--- config.mk ---
export PLATFORM = sky130hd
export DESIGN_NAME = adder_arbiter_flat
export DESIGN_NICKNAME = d
export VERILOG_FILES = /design/src/rtl/adder_arbiter_if.sv /design/src/rtl/adder_arbiter.sv /design/src/flat_wrapper.sv
export SDC_FILE = /design/constraint.sdc
export NUM_CORES = 1
export LEC_CHECK = 0
export ABC_AREA = 1
export ABC_CLOCK_PERIOD_IN_PS = 4050
export BUFFER_PORTS_ARGS = -buffer_cell sky130_fd_sc_hd__buf_2
export CAP_MARGIN = 20
export CORE_MARGIN = 2
export CORE_UTILIZATION = 30
export CTS_BUF_LIST = sky130_fd_sc_hd__clkbuf_4 sky130_fd_sc_hd__clkbuf_8 sky130_fd_sc_hd__clkbuf_16
export DETAILED_ROUTE_END_ITERATION = 16
export SLEW_MARGIN = 15
export SYNTH_ARGS = -nofsm -noshare
export SYNTH_HDL_FRONTEND = slang
export SYNTH_SLANG_ARGS = --single-unit
--- constraint.sdc ---
create_clock -name clk -period 4.05 [get_ports clk]
set_input_delay 0.2025 -clock clk [delete_from_list [all_inputs] [get_ports clk]]
set_output_delay 0.2025 -clock clk [all_outputs]
set_load 0.005 [all_outputs]
--- src/rtl/adder_arbiter_if.sv ---
// Requester-side bus of the shared-adder arbiter: request/operand lanes,
// grant, and the registered response with its acknowledge.
interface adder_arbiter_if #(
    parameter int NUM_REQ = 4,
    parameter int WIDTH   = 4,
    parameter int ID_W    = $clog2(NUM_REQ)
);
    logic [NUM_REQ-1:0]       req;
    logic [NUM_REQ*WIDTH-1:0] a_in;
    logic [NUM_REQ*WIDTH-1:0] b_in;
    logic [NUM_REQ-1:0]       gnt;
    logic [WIDTH-1:0]         sum_out;
    logic                     carry_out;
    logic                     rsp_valid;
    logic [ID_W-1:0]          rsp_id;
    logic                     rsp_ack;
    logic                     busy;

    modport master (
        output req, a_in, b_in, rsp_ack,
        input  gnt, sum_out, carry_out, rsp_valid, rsp_id, busy
    );

    modport slave (
        input  req, a_in, b_in, rsp_ack,
        output gnt, sum_out, carry_out, rsp_valid, rsp_id, busy
    );
endinterface

--- src/rtl/adder_arbiter.sv ---
// Round-robin arbiter sharing one WIDTH-bit adder between NUM_REQ requesters;
// each operation is grant -> add -> response held until acknowledged.
module adder_arbiter #(
    parameter int NUM_REQ = 4,
    parameter int WIDTH   = 4,
    parameter int ID_W    = $clog2(NUM_REQ)
) (
    input  logic           clk,
    input  logic           rst,
    adder_arbiter_if.slave bus
);

    typedef enum logic [1:0] {IDLE, CALC, RESP} state_t;

    state_t               r_state;
    state_t               w_state_next;
    logic                 w_grant;
    logic                 w_calc;
    logic                 w_release;

    logic [ID_W-1:0]      r_ptr;
    logic [ID_W-1:0]      r_idx;
    logic [NUM_REQ-1:0]   r_gnt;
    logic [WIDTH-1:0]     r_a;
    logic [WIDTH-1:0]     r_b;
    logic [WIDTH-1:0]     r_sum;
    logic                 r_carry;
    logic                 r_rsp_valid;
    logic [ID_W-1:0]      r_rsp_id;

    // Requests rotated so that bit k is requester (ptr + k) mod NUM_REQ;
    // the lowest set bit of the rotated vector is the round-robin winner.
    logic [NUM_REQ-1:0]             w_req_rot;
    logic [NUM_REQ-1:0]             w_first;
    logic [NUM_REQ:0]               w_seen;
    logic [NUM_REQ:0][ID_W-1:0]     w_off_chain;
    logic [ID_W-1:0]                w_off;
    logic                           w_any;
    logic [ID_W:0]                  w_win_ext;
    logic [ID_W-1:0]                w_win;
    logic [ID_W:0]                  w_ptr_ext;
    logic [ID_W-1:0]                w_ptr_next;
    logic [WIDTH-1:0]               w_a [NUM_REQ];
    logic [WIDTH-1:0]               w_b [NUM_REQ];

    assign w_req_rot      = NUM_REQ'({bus.req, bus.req} >> r_ptr);
    assign w_seen[0]      = 1'b0;
    assign w_off_chain[0] = '0;

    genvar gi;
    generate
        for (gi = 0; gi < NUM_REQ; gi++) begin : g_lane
            assign w_first[gi]        = w_req_rot[gi] & ~w_seen[gi];
            assign w_seen[gi+1]       = w_seen[gi] | w_req_rot[gi];
            assign w_off_chain[gi+1]  = w_off_chain[gi] | (w_first[gi] ? ID_W'(gi) : '0);
            assign w_a[gi]            = bus.a_in[gi*WIDTH +: WIDTH];
            assign w_b[gi]            = bus.b_in[gi*WIDTH +: WIDTH];
        end
    endgenerate

    assign w_off     = w_off_chain[NUM_REQ];
    assign w_any     = w_seen[NUM_REQ];

    // Undo the rotation: winner = (ptr + offset) mod NUM_REQ, computed one bit wider.
    assign w_win_ext = {1'b0, r_ptr} + {1'b0, w_off};
    assign w_win     = (w_win_ext >= (ID_W+1)'(NUM_REQ)) ?
                       ID_W'(w_win_ext - (ID_W+1)'(NUM_REQ)) : w_win_ext[ID_W-1:0];
    assign w_ptr_ext = {1'b0, w_win} + (ID_W+1)'(1);
    assign w_ptr_next = (w_ptr_ext >= (ID_W+1)'(NUM_REQ)) ?
                        ID_W'(w_ptr_ext - (ID_W+1)'(NUM_REQ)) : w_ptr_ext[ID_W-1:0];

    always_ff @(posedge clk or posedge rst) begin
        if (rst) begin
            r_state <= IDLE;
        end else begin
            r_state <= w_state_next;
        end
    end

    always_comb begin
        w_state_next = r_state;
        w_grant      = 1'b0;
        w_calc       = 1'b0;
        w_release    = 1'b0;
        case (r_state)
            IDLE: begin
                if (w_any) begin
                    w_state_next = CALC;
                    w_grant      = 1'b1;
                end
            end
            CALC: begin
                w_state_next = RESP;
                w_calc       = 1'b1;
            end
            RESP: begin
                if (bus.rsp_ack) begin
                    w_state_next = IDLE;
                    w_release    = 1'b1;
                end
            end
            default: w_state_next = IDLE;
        endcase
    end

    always_ff @(posedge clk or posedge rst) begin
        if (rst) begin
            r_ptr       <= '0;
            r_idx       <= '0;
            r_gnt       <= '0;
            r_a         <= '0;
            r_b         <= '0;
            r_sum       <= '0;
            r_carry     <= 1'b0;
            r_rsp_valid <= 1'b0;
            r_rsp_id    <= '0;
        end else begin
            // Grant is only ever asserted for the single CALC cycle.
            r_gnt <= w_grant ? (NUM_REQ'(1) << w_win) : '0;
            if (w_grant) begin
                r_a   <= w_a[w_win];
                r_b   <= w_b[w_win];
                r_idx <= w_win;
                r_ptr <= w_ptr_next;
            end
            if (w_calc) begin
                {r_carry, r_sum} <= {1'b0, r_a} + {1'b0, r_b};
                r_rsp_id         <= r_idx;
                r_rsp_valid      <= 1'b1;
            end else if (w_release) begin
                r_rsp_valid <= 1'b0;
            end
        end
    end

    assign bus.gnt       = r_gnt;
    assign bus.sum_out   = r_sum;
    assign bus.carry_out = r_carry;
    assign bus.rsp_valid = r_rsp_valid;
    assign bus.rsp_id    = r_rsp_id;
    assign bus.busy      = (r_state != IDLE);

endmodule

--- src/flat_wrapper.sv ---
// flat-port wrapper written by rule: the top's interface ports become plain ports
module adder_arbiter_flat 
#(
    parameter int NUM_REQ = 4,
    parameter int WIDTH   = 4,
    parameter int ID_W    = $clog2(NUM_REQ)
)
  (clk, rst, bus_req, bus_a_in, bus_b_in, bus_rsp_ack, bus_gnt, bus_sum_out, bus_carry_out, bus_rsp_valid, bus_rsp_id, bus_busy);
  adder_arbiter_if #(.NUM_REQ(NUM_REQ), .WIDTH(WIDTH), .ID_W(ID_W)) bus_i ();
  input  logic clk;
  input  logic rst;
  input wire logic [$bits(bus_i.req)-1:0] bus_req;
  input wire logic [$bits(bus_i.a_in)-1:0] bus_a_in;
  input wire logic [$bits(bus_i.b_in)-1:0] bus_b_in;
  input wire logic [$bits(bus_i.rsp_ack)-1:0] bus_rsp_ack;
  output wire logic [$bits(bus_i.gnt)-1:0] bus_gnt;
  output wire logic [$bits(bus_i.sum_out)-1:0] bus_sum_out;
  output wire logic [$bits(bus_i.carry_out)-1:0] bus_carry_out;
  output wire logic [$bits(bus_i.rsp_valid)-1:0] bus_rsp_valid;
  output wire logic [$bits(bus_i.rsp_id)-1:0] bus_rsp_id;
  output wire logic [$bits(bus_i.busy)-1:0] bus_busy;
  assign bus_i.req = bus_req;
  assign bus_i.a_in = bus_a_in;
  assign bus_i.b_in = bus_b_in;
  assign bus_i.rsp_ack = bus_rsp_ack;
  assign bus_gnt = bus_i.gnt;
  assign bus_sum_out = bus_i.sum_out;
  assign bus_carry_out = bus_i.carry_out;
  assign bus_rsp_valid = bus_i.rsp_valid;
  assign bus_rsp_id = bus_i.rsp_id;
  assign bus_busy = bus_i.busy;
  adder_arbiter #(.NUM_REQ(NUM_REQ), .WIDTH(WIDTH), .ID_W(ID_W)) u_core (.clk(clk), .rst(rst), .bus(bus_i));
endmodule
==> run metrics, run 1 <==
ys async rst share=100%; CP Data Arrival Time=2690 ps; Avg Vias per Cell=4.31; site row count=26; Pwr Total=1910 uW; worst hold path class=input port to flip-flop; via count=1318; Post-CTS Hold Fix Bufs=0; routed wire length=3140 microns; RSZ-0062 raised after global routing=false; GR peak layer=met2; core box area=5140 sq um; pre-CTS WS=1510 ps; first-pass GRT wire length=5330 microns; M1 GR Usage=16.0%; MaxCap Viol Count=0; Net Sw Frac=48.7%; Primary FF master, synth=dfrtp_1; post-synthesis sequential area ratio=40.4%; Routed wire per std cell=10.3 microns; Int Power=978 uW; final setup fails=0; Crit Path Class=flip-flop to flip-flop; Clock Skews=7.90 ps; ratio of cells with drive above 1 in the final layout=34.3%; max-slew violations=0; PwrDens=955 nW/um^2; H-tree lvl count=1; Yosys reg bits=26; Post-CTS Setup Inserts=0; Routability Congestion=0.743; detailed-router iteration count before antenna repair=4; latest clock arrival within the worst-skew pair=270 ps; Inserted Clock Buffers=3; # nets final=282; n_diodes=0; die span in x=77.3 microns; Post-synth EDFFs=0; Setup crit end kind=flip-flop; Comb pwr share=67.1%; synthesized area per cell=8.70 sq um; Post-CTS Resized=0; CP Max Fanout=19; CTS Buffer Depth=2; Top Ports=52; met3 GRT Util=0.588%; Critical Path Start Type=flip-flop; initial antenna violation count=0; Mapped Area=1610 sq um; 1st-iter DRT viols=29; status=completed; clock network fraction of total power=8.7%; Die Footprint=5970 sq um; hpwl dp=2470 microns; vias in the first global route=1231; DRC=0; area delta synth->final=24.1%; P_leak=0.00111 uW; largest net degree at the start of global routing=27; Initial Utilization=31.3%; Distinct cells, synth=27; CTS Root Cell=clkbuf_8; Syn Nets=230; final worst-path setup slack=1530 ps; Overflow after GRT=0; Die Height=77.3 microns; IR drop worst, VDD=0.461 mV; CTS sink count=26; final hold vios=0; Tcrit/Tclk final=62.2%; relative slew slack=39.0%; GR Layer Usage met2=16.5%; sequential power share=24.2%; antenna-violating nets left=0; All-Layer GR Usage=10.9%; CTS tree=yes; Setup TNS=0 ps; commonest non-fill, non-tap cell in the layout=buf_2; f_max=397 MHz; Psw=930 uW; commonest cells after routing, fill and taps aside=51 x buf_2, 39 x nand2_1, 26 x nand3_1, 26 x dfrtp_1, 16 x mux2i_1; Worst-Margin Slew=914 ps; Port Buffers=51; clk slew on worst S/H paths=90 ps; Yosys Warn Count=0; Req. time, crit path=4220 ps; minimum clock period=2520 ps; Cells after Synth=185
## final timing paths
path	startpoint	to	depth (start not counted)	slack, ps
max	u_core.r_ptr[0]$_DFFE_PP0P_	u_core.r_b[2]$_DFFE_PP0P_	11	1530
min	bus_rsp_ack	u_core.r_state[1]$_DFFE_PP0P_	2	160
max reg2reg	u_core.r_ptr[0]$_DFFE_PP0P_	u_core.r_b[2]$_DFFE_PP0P_	11	1530
min reg2reg	u_core.bus.rsp_id[1]$_DFFE_PP0P_	u_core.bus.rsp_id[1]$_DFFE_PP0P_	2	470
max in group asynchronous	rst	u_core.bus.gnt[1]$_DFF_PP0_	4	3070
min in group asynchronous	rst	u_core.r_a[3]$_DFFE_PP0P_	3	510
## stage by stage
step	hold slack [ps]	util [%]	instance area [sq um]	std cells
5_1_grt	165	38.9	2000	306
3_3_place_gp	433	37.1	1910	300
6_report	158	38.9	2000	306
4_1_cts	150	38.1	1960	304
2_1_floorplan	243	-	1610	185
3_5_place_dp	434	37.1	1910	300
## area by class of cell
class	count	area [sq um]
fill	556	3140
multi-input combinational	134	836
sequential	26	651
timing repair buffer	53	293
tap	70	87.6
inverter	19	76.3
clock buffer	4	55.1
## worst max-delay path: stages, from the launching register on
cell,delay [ps]
dfrtp_1,450
inv_2,110
nand2_1,80
nand3_1,80
nand2_1,110
nand3_1,80
a21boi_0,80
ha_1,890
mux2i_1,300
nand3_1,100
nand3_1,90
nand2_1,50
## logic make-up (layout without fill, tap and decap cells)
| family | Yosys count | in the layout | share of synthesized area, % |
|---|---|---|---|
| flops | 26 | 26 | 40.4 |
| fa+ha+maj | 6 | 6 | 5.13 |
| compound gates | 14 | 14 | 5.44 |
| simple gates | 96 | 96 | 30.3 |
| mux | 16 | 16 | 9.95 |
| buf+inv | 25 | 76 | 7.69 |
| xor+xnor | 2 | 2 | 1.09 |
## sequential cells by signal (all words and copies together) (netlist names)
signal and flops:
u_core.bus.rsp_id 2, u_core.r_a 4, u_core.r_ptr 2, u_core.bus.rsp_valid 1, u_core.r_idx 2, u_core.r_state 2
u_core.bus.gnt 4, u_core.r_b 4, u_core.bus.carry_out 1, u_core.bus.sum_out 4
## Yosys cell counts (all sizes together), types with 2 or more instances
library cell / number / area (sq um)
nor2: 10 / 37.5
buf: 5 / 43.8
dfrtp: 26 / 651
ha: 5 / 62.6
mux2i: 16 / 160
nand3: 28 / 158
a21oi: 4 / 20.0
o21ai: 8 / 51.3
inv: 18 / 67.6
nand2: 56 / 278
xor2: 2 / 17.5
nor3: 2 / 15.0
## power by group through the flow
stage | Combinational [uW] | Sequential [uW] | Clock (uW)
after global placement | 1280 | 466 | 0
after global routing | 1450 | 482 | 184
after detailed placement | 1290 | 469 | 0
after CTS | 1300 | 464 | 172
after floorplan | 1110 | 452 | 0
final | 1280 | 463 | 166
## routing by layer
layer,wire length [microns],vias up
li1,-,702
met2,1350,43
met3,143,2
met1,1610,571
met5,0,-
met4,34,0
No activity file was read; power rests on OpenSTA's default activity.
==> run 2, diff against run 1 <==
--- a/config.mk
+++ b/config.mk
@@ -5,8 +5,8 @@
 export SDC_FILE = /design/constraint.sdc
 export NUM_CORES = 1
 export LEC_CHECK = 0
-export ABC_AREA = 1
-export ABC_CLOCK_PERIOD_IN_PS = 4050
+export ABC_AREA = 0
+export ABC_CLOCK_PERIOD_IN_PS = 2570
 export BUFFER_PORTS_ARGS = -buffer_cell sky130_fd_sc_hd__buf_2
 export CAP_MARGIN = 20
 export CORE_MARGIN = 2
==> constraint.sdc (replaced) <==
create_clock -name clk -period 2.57 [get_ports clk]
set_input_delay 0.1285 -clock clk [delete_from_list [all_inputs] [get_ports clk]]
set_output_delay 0.1285 -clock clk [all_outputs]
set_load 0.005 [all_outputs]
==> run 2 against run 1 <==
Compared with the run above:
- the flow now finishes with violations (negative setup slack)
- non-clock buffer count up 28
- register-to-register slack worse by 1600 ps
- critical path depth unchanged
- core utilization up 1.6 points
- sequential power up 54%
- synthesized area up 35%
- sequential share of layout area down 10 points
- clock skew about the same
- cell count up 33%
- largest cell class unchanged
- largest power group unchanged
==> run metrics, run 2 <==
# nets final=354 (was 282); All-Layer GR Usage=15.0% (was 10.9%); multiplexer area fraction after synthesis=18.3% (was 9.95%); commonest cells after routing, fill and taps aside=51 x buf_2, 28 x nand2_1, 26 x dfrtp_1, 22 x buf_4, 20 x nor2_1 (was 51 x buf_2, 39 x nand2_1, 26 x nand3_1, 26 x dfrtp_1, 16 x mux2i_1); worst r2r path cells=11 (unchanged); # fillers=751 (was 556); Reg area=651 sq um (unchanged); Yosys top cell area share=29.9% (was 40.4%); Port Buffers=51 (unchanged); RSZ-0062 raised after global routing=true (was false); commonest non-fill, non-tap cell in the layout=buf_2 (unchanged); clk slew on worst S/H paths=90 ps (about the same); vias in the first global route=2029 (was 1231); simple-gate share of the synthesized area=19.8% (was 30.3%); CP Max Fanout=5 (was 19); Post-synth EDFFs=0 (unchanged); post-synthesis sequential area ratio=29.9% (was 40.4%); Comb pwr share=75.4% (was 67.1%); DP Cell Count=391 (was 300); Int Power=2570 uW (was 978 uW); Pwr Total=4270 uW (was 1910 uW); hpwl dp=4040 microns (was 2470 microns); largest net degree at the start of global routing=27 (unchanged); Setup TNS=-213 ps (was 0 ps); ys async rst share=100% (unchanged); initial antenna violation count=0 (unchanged); CTS Buffer Depth=2 (unchanged); detailed-router iteration count before antenna repair=4 (unchanged); Tcrit/Tclk final=102% (was 62.2%); Inserted Clock Buffers=3 (unchanged); DRC=0 (unchanged); Die Footprint=7950 sq um (was 5970 sq um); routed wire length=5720 microns (was 3140 microns); Req. time, crit path=2710 ps (was 4220 ps); XOR/XNOR Fraction of Synth Area=2.36% (was 1.09%); synthesized area per cell=8.96 sq um (was 8.70 sq um); largest family of logic cells by synthesized area=simple AND/OR/NAND/NOR gates (unchanged); final hold vios=0 (unchanged); largest area contributor in the netlist=dfrtp_1 (unchanged); final cell count without fillers=407 (was 306); CTS sink count=26 (unchanged); core box area=7140 sq um (was 5140 sq um); Net Sw Frac=39.9% (was 48.7%); adder-cell share of the synthesized area=3.79% (was 5.13%); Hold WS=87.5 ps (was 158 ps); fin util=40.5% (was 38.9%); IR drop worst, VDD=0.650 mV (was 0.461 mV); 1st-iter DRT viols=123 (was 29); status=finished, violations left (was completed); Clock Skews=8.00 ps (was 7.90 ps); Yosys reg bits=26 (unchanged); PwrDens=1480 nW/um^2 (was 955 nW/um^2); CTS tree=yes (unchanged); CP Data Arrival Time=2770 ps (was 2690 ps); MaxCap Viol Count=0 (unchanged); final setup fails=6 (was 0); failing checks=negative setup slack; Syn Nets=288 (was 230); Psw=1700 uW (was 930 uW); largest cells by area after synthesis=dfrtp_1 30%, mux4_2 8.3%, mux2_2 5.7% (was dfrtp_1 40%, mux2i_1 9.9%, nand2_1 9.1%); clock network fraction of total power=7.9% (was 8.7%); antenna-violating nets left=0 (unchanged); n_diodes=0 (unchanged); site row count=31 (was 26); relative slew slack=68.8% (was 39.0%); Synth Area in Compound Gates=19.0% (was 5.44%); worst hold path class=input port to flip-flop (unchanged); Reg2Reg Launch Point=u_core.r_ptr[0]$_DFFE_PP0P_ (unchanged); H-tree lvl count=1 (unchanged); first element of the critical path=u_core.r_ptr[0]$_DFFE_PP0P_ (unchanged); first-pass GRT wire length=9430 microns (was 5330 microns); Primary FF master, synth=dfrtp_1 (unchanged); Distinct cells, synth=47 (was 27); CTS Root Cell=clkbuf_8 (unchanged); Die Height=89.2 microns (was 77.3 microns); Yosys Warn Count=0 (unchanged); minimum clock period=2620 ps (was 2520 ps); RR Endpoint=u_core.r_b[1]$_DFFE_PP0P_ (was u_core.r_b[2]$_DFFE_PP0P_); Synth top cells by count=28 x nand2_1, 26 x dfrtp_1, 20 x a21oi_1, 20 x nor2_1, 14 x a31oi_1 (was 39 x nand2_1, 26 x dfrtp_1, 26 x nand3_1, 16 x mux2i_1, 15 x inv_1); Worst-Margin Slew=466 ps (was 914 ps); sequential power share=16.7% (was 24.2%); Worst Setup EP=u_core.r_b[1]$_DFFE_PP0P_ (was u_core.r_b[2]$_DFFE_PP0P_); Critical Path Start Type=flip-flop (unchanged); Top Ports=52 (unchanged); Routability Congestion=0.768 (was 0.743); Routed wire per std cell=14.0 microns (was 10.3 microns); Cells after Synth=243 (was 185); Mapped Area=2180 sq um (was 1610 sq um); P_leak=0.00132 uW (was 0.00111 uW); die span in x=89.2 microns (was 77.3 microns); Avg Vias per Cell=5.06 (was 4.31); most common cell in the synthesized netlist=nand2_1 (unchanged); Initial Utilization=30.5% (was 31.3%); f_max=381 MHz (was 397 MHz); Overflow after GRT=0 (unchanged); max-slew violations=0 (unchanged); area delta synth->final=32.7% (was 24.1%); final worst-path setup slack=-54.3 ps (was 1530 ps); latest clock arrival within the worst-skew pair=270 ps (about the same); ratio of cells with drive above 1 in the final layout=38.6% (was 34.3%); Crit Path Class=flip-flop to flip-flop (unchanged); via count=2060 (was 1318); R2R Setup Slk=-50 ps (was 1530 ps); multi-input logic area=1440 sq um (was 836 sq um); Setup crit end kind=flip-flop (unchanged)
run 2: changes by cell type after synthesis, moves of 7 or more:
cell,delta
nand3_1,-18
a21oi_1,+16
a31oi_1,+14
nand2_2,-12
mux2_2,+11
nand2_1,-11
nor2b_1,+11
nor2_1,+10
a211oi_1,+8
mux2i_1,-8
mux4_2,+8
inv_1,-7
run 2: timing repair:
item	in CTS	in global routing
hold buffers	0	1
endpoints found under the setup margin	8	8
setup buffers	7	1
pin swaps	11	6
gates cloned	2	0
resized for setup	7	9
endpoints found under the hold margin	0	6
run 2: metrics by stage:
step	setup slack (ps)	area, sq um
global route	-168	2890
CTS	-66.8	2800
finish	-54.3	2890
floorplan	-64.3	2200
global placement	-67.6	2580
detailed placement	-102	2580
run 2: power by group through the flow:
stage	sequential, uW	combinational (uW)	clock (uW)
6_report	714	3220	336
5_1_grt	742	3530	360
4_1_cts	713	3100	344
3_5_place_dp	723	2580	0
3_3_place_gp	719	2540	0
2_1_floorplan	701	2040	0
run 2: cell families (layout without fill, tap and decap cells):
kind of cell,count (synthesis),after routing
mux,28,28
xor+xnor,4,4
flops,26,26
fa+ha+maj,6,6
compound gates,64,64
simple gates,87,87
buf+inv,28,93
run 2: worst max-delay path, cell delays in order, from the launching register on:
cell and delay, ps:
dfrtp_1 410, and3b_1 190, a21oi_2 100, nor2_1 50, a21oi_1 150, o221ai_2 140
ha_4 360, buf_12 140, mux4_2 500, nor2b_1 140, a211oi_1 190, a32oi_1 130
run 2: worst min-delay path by stage:
stage                           start  cells after the start                          endpoint  slack [ps]
final                     bus_rsp_ack                      2     u_core.r_state[1]$_DFFE_PP0P_          90
after global routing      bus_rsp_ack                      2     u_core.r_state[1]$_DFFE_PP0P_          70
after CTS                 bus_rsp_ack                      2     u_core.r_state[1]$_DFFE_PP0P_          70
after detailed placement  bus_rsp_ack                      2     u_core.r_state[1]$_DFFE_PP0P_         360
after global placement    bus_rsp_ack                      2     u_core.r_state[1]$_DFFE_PP0P_         360
after floorplan                   rst                      1  u_core.bus.carry_out$_DFFE_PP0P_         170
run 2: per-layer routing:
layer | track usage (%) | part of all wire (%) | wire length [microns]
met1 | 19.7 | 44 | 2520
met2 | 25.5 | 49 | 2810
met3 | 2.68 | 5.5 | 315
met4 | 4.21 | 1.1 | 65
met5 | 0 | 0 | 0
run 2: cell type report:
type	instances	share of cell area, %
well taps	99	4.29
multi-input cells	189	49.8
clock buffers	3	1.43
clock inverters	1	1.04
inverters	8	1.04
flip-flops and latches	26	22.5
repair buffers	81	19.9
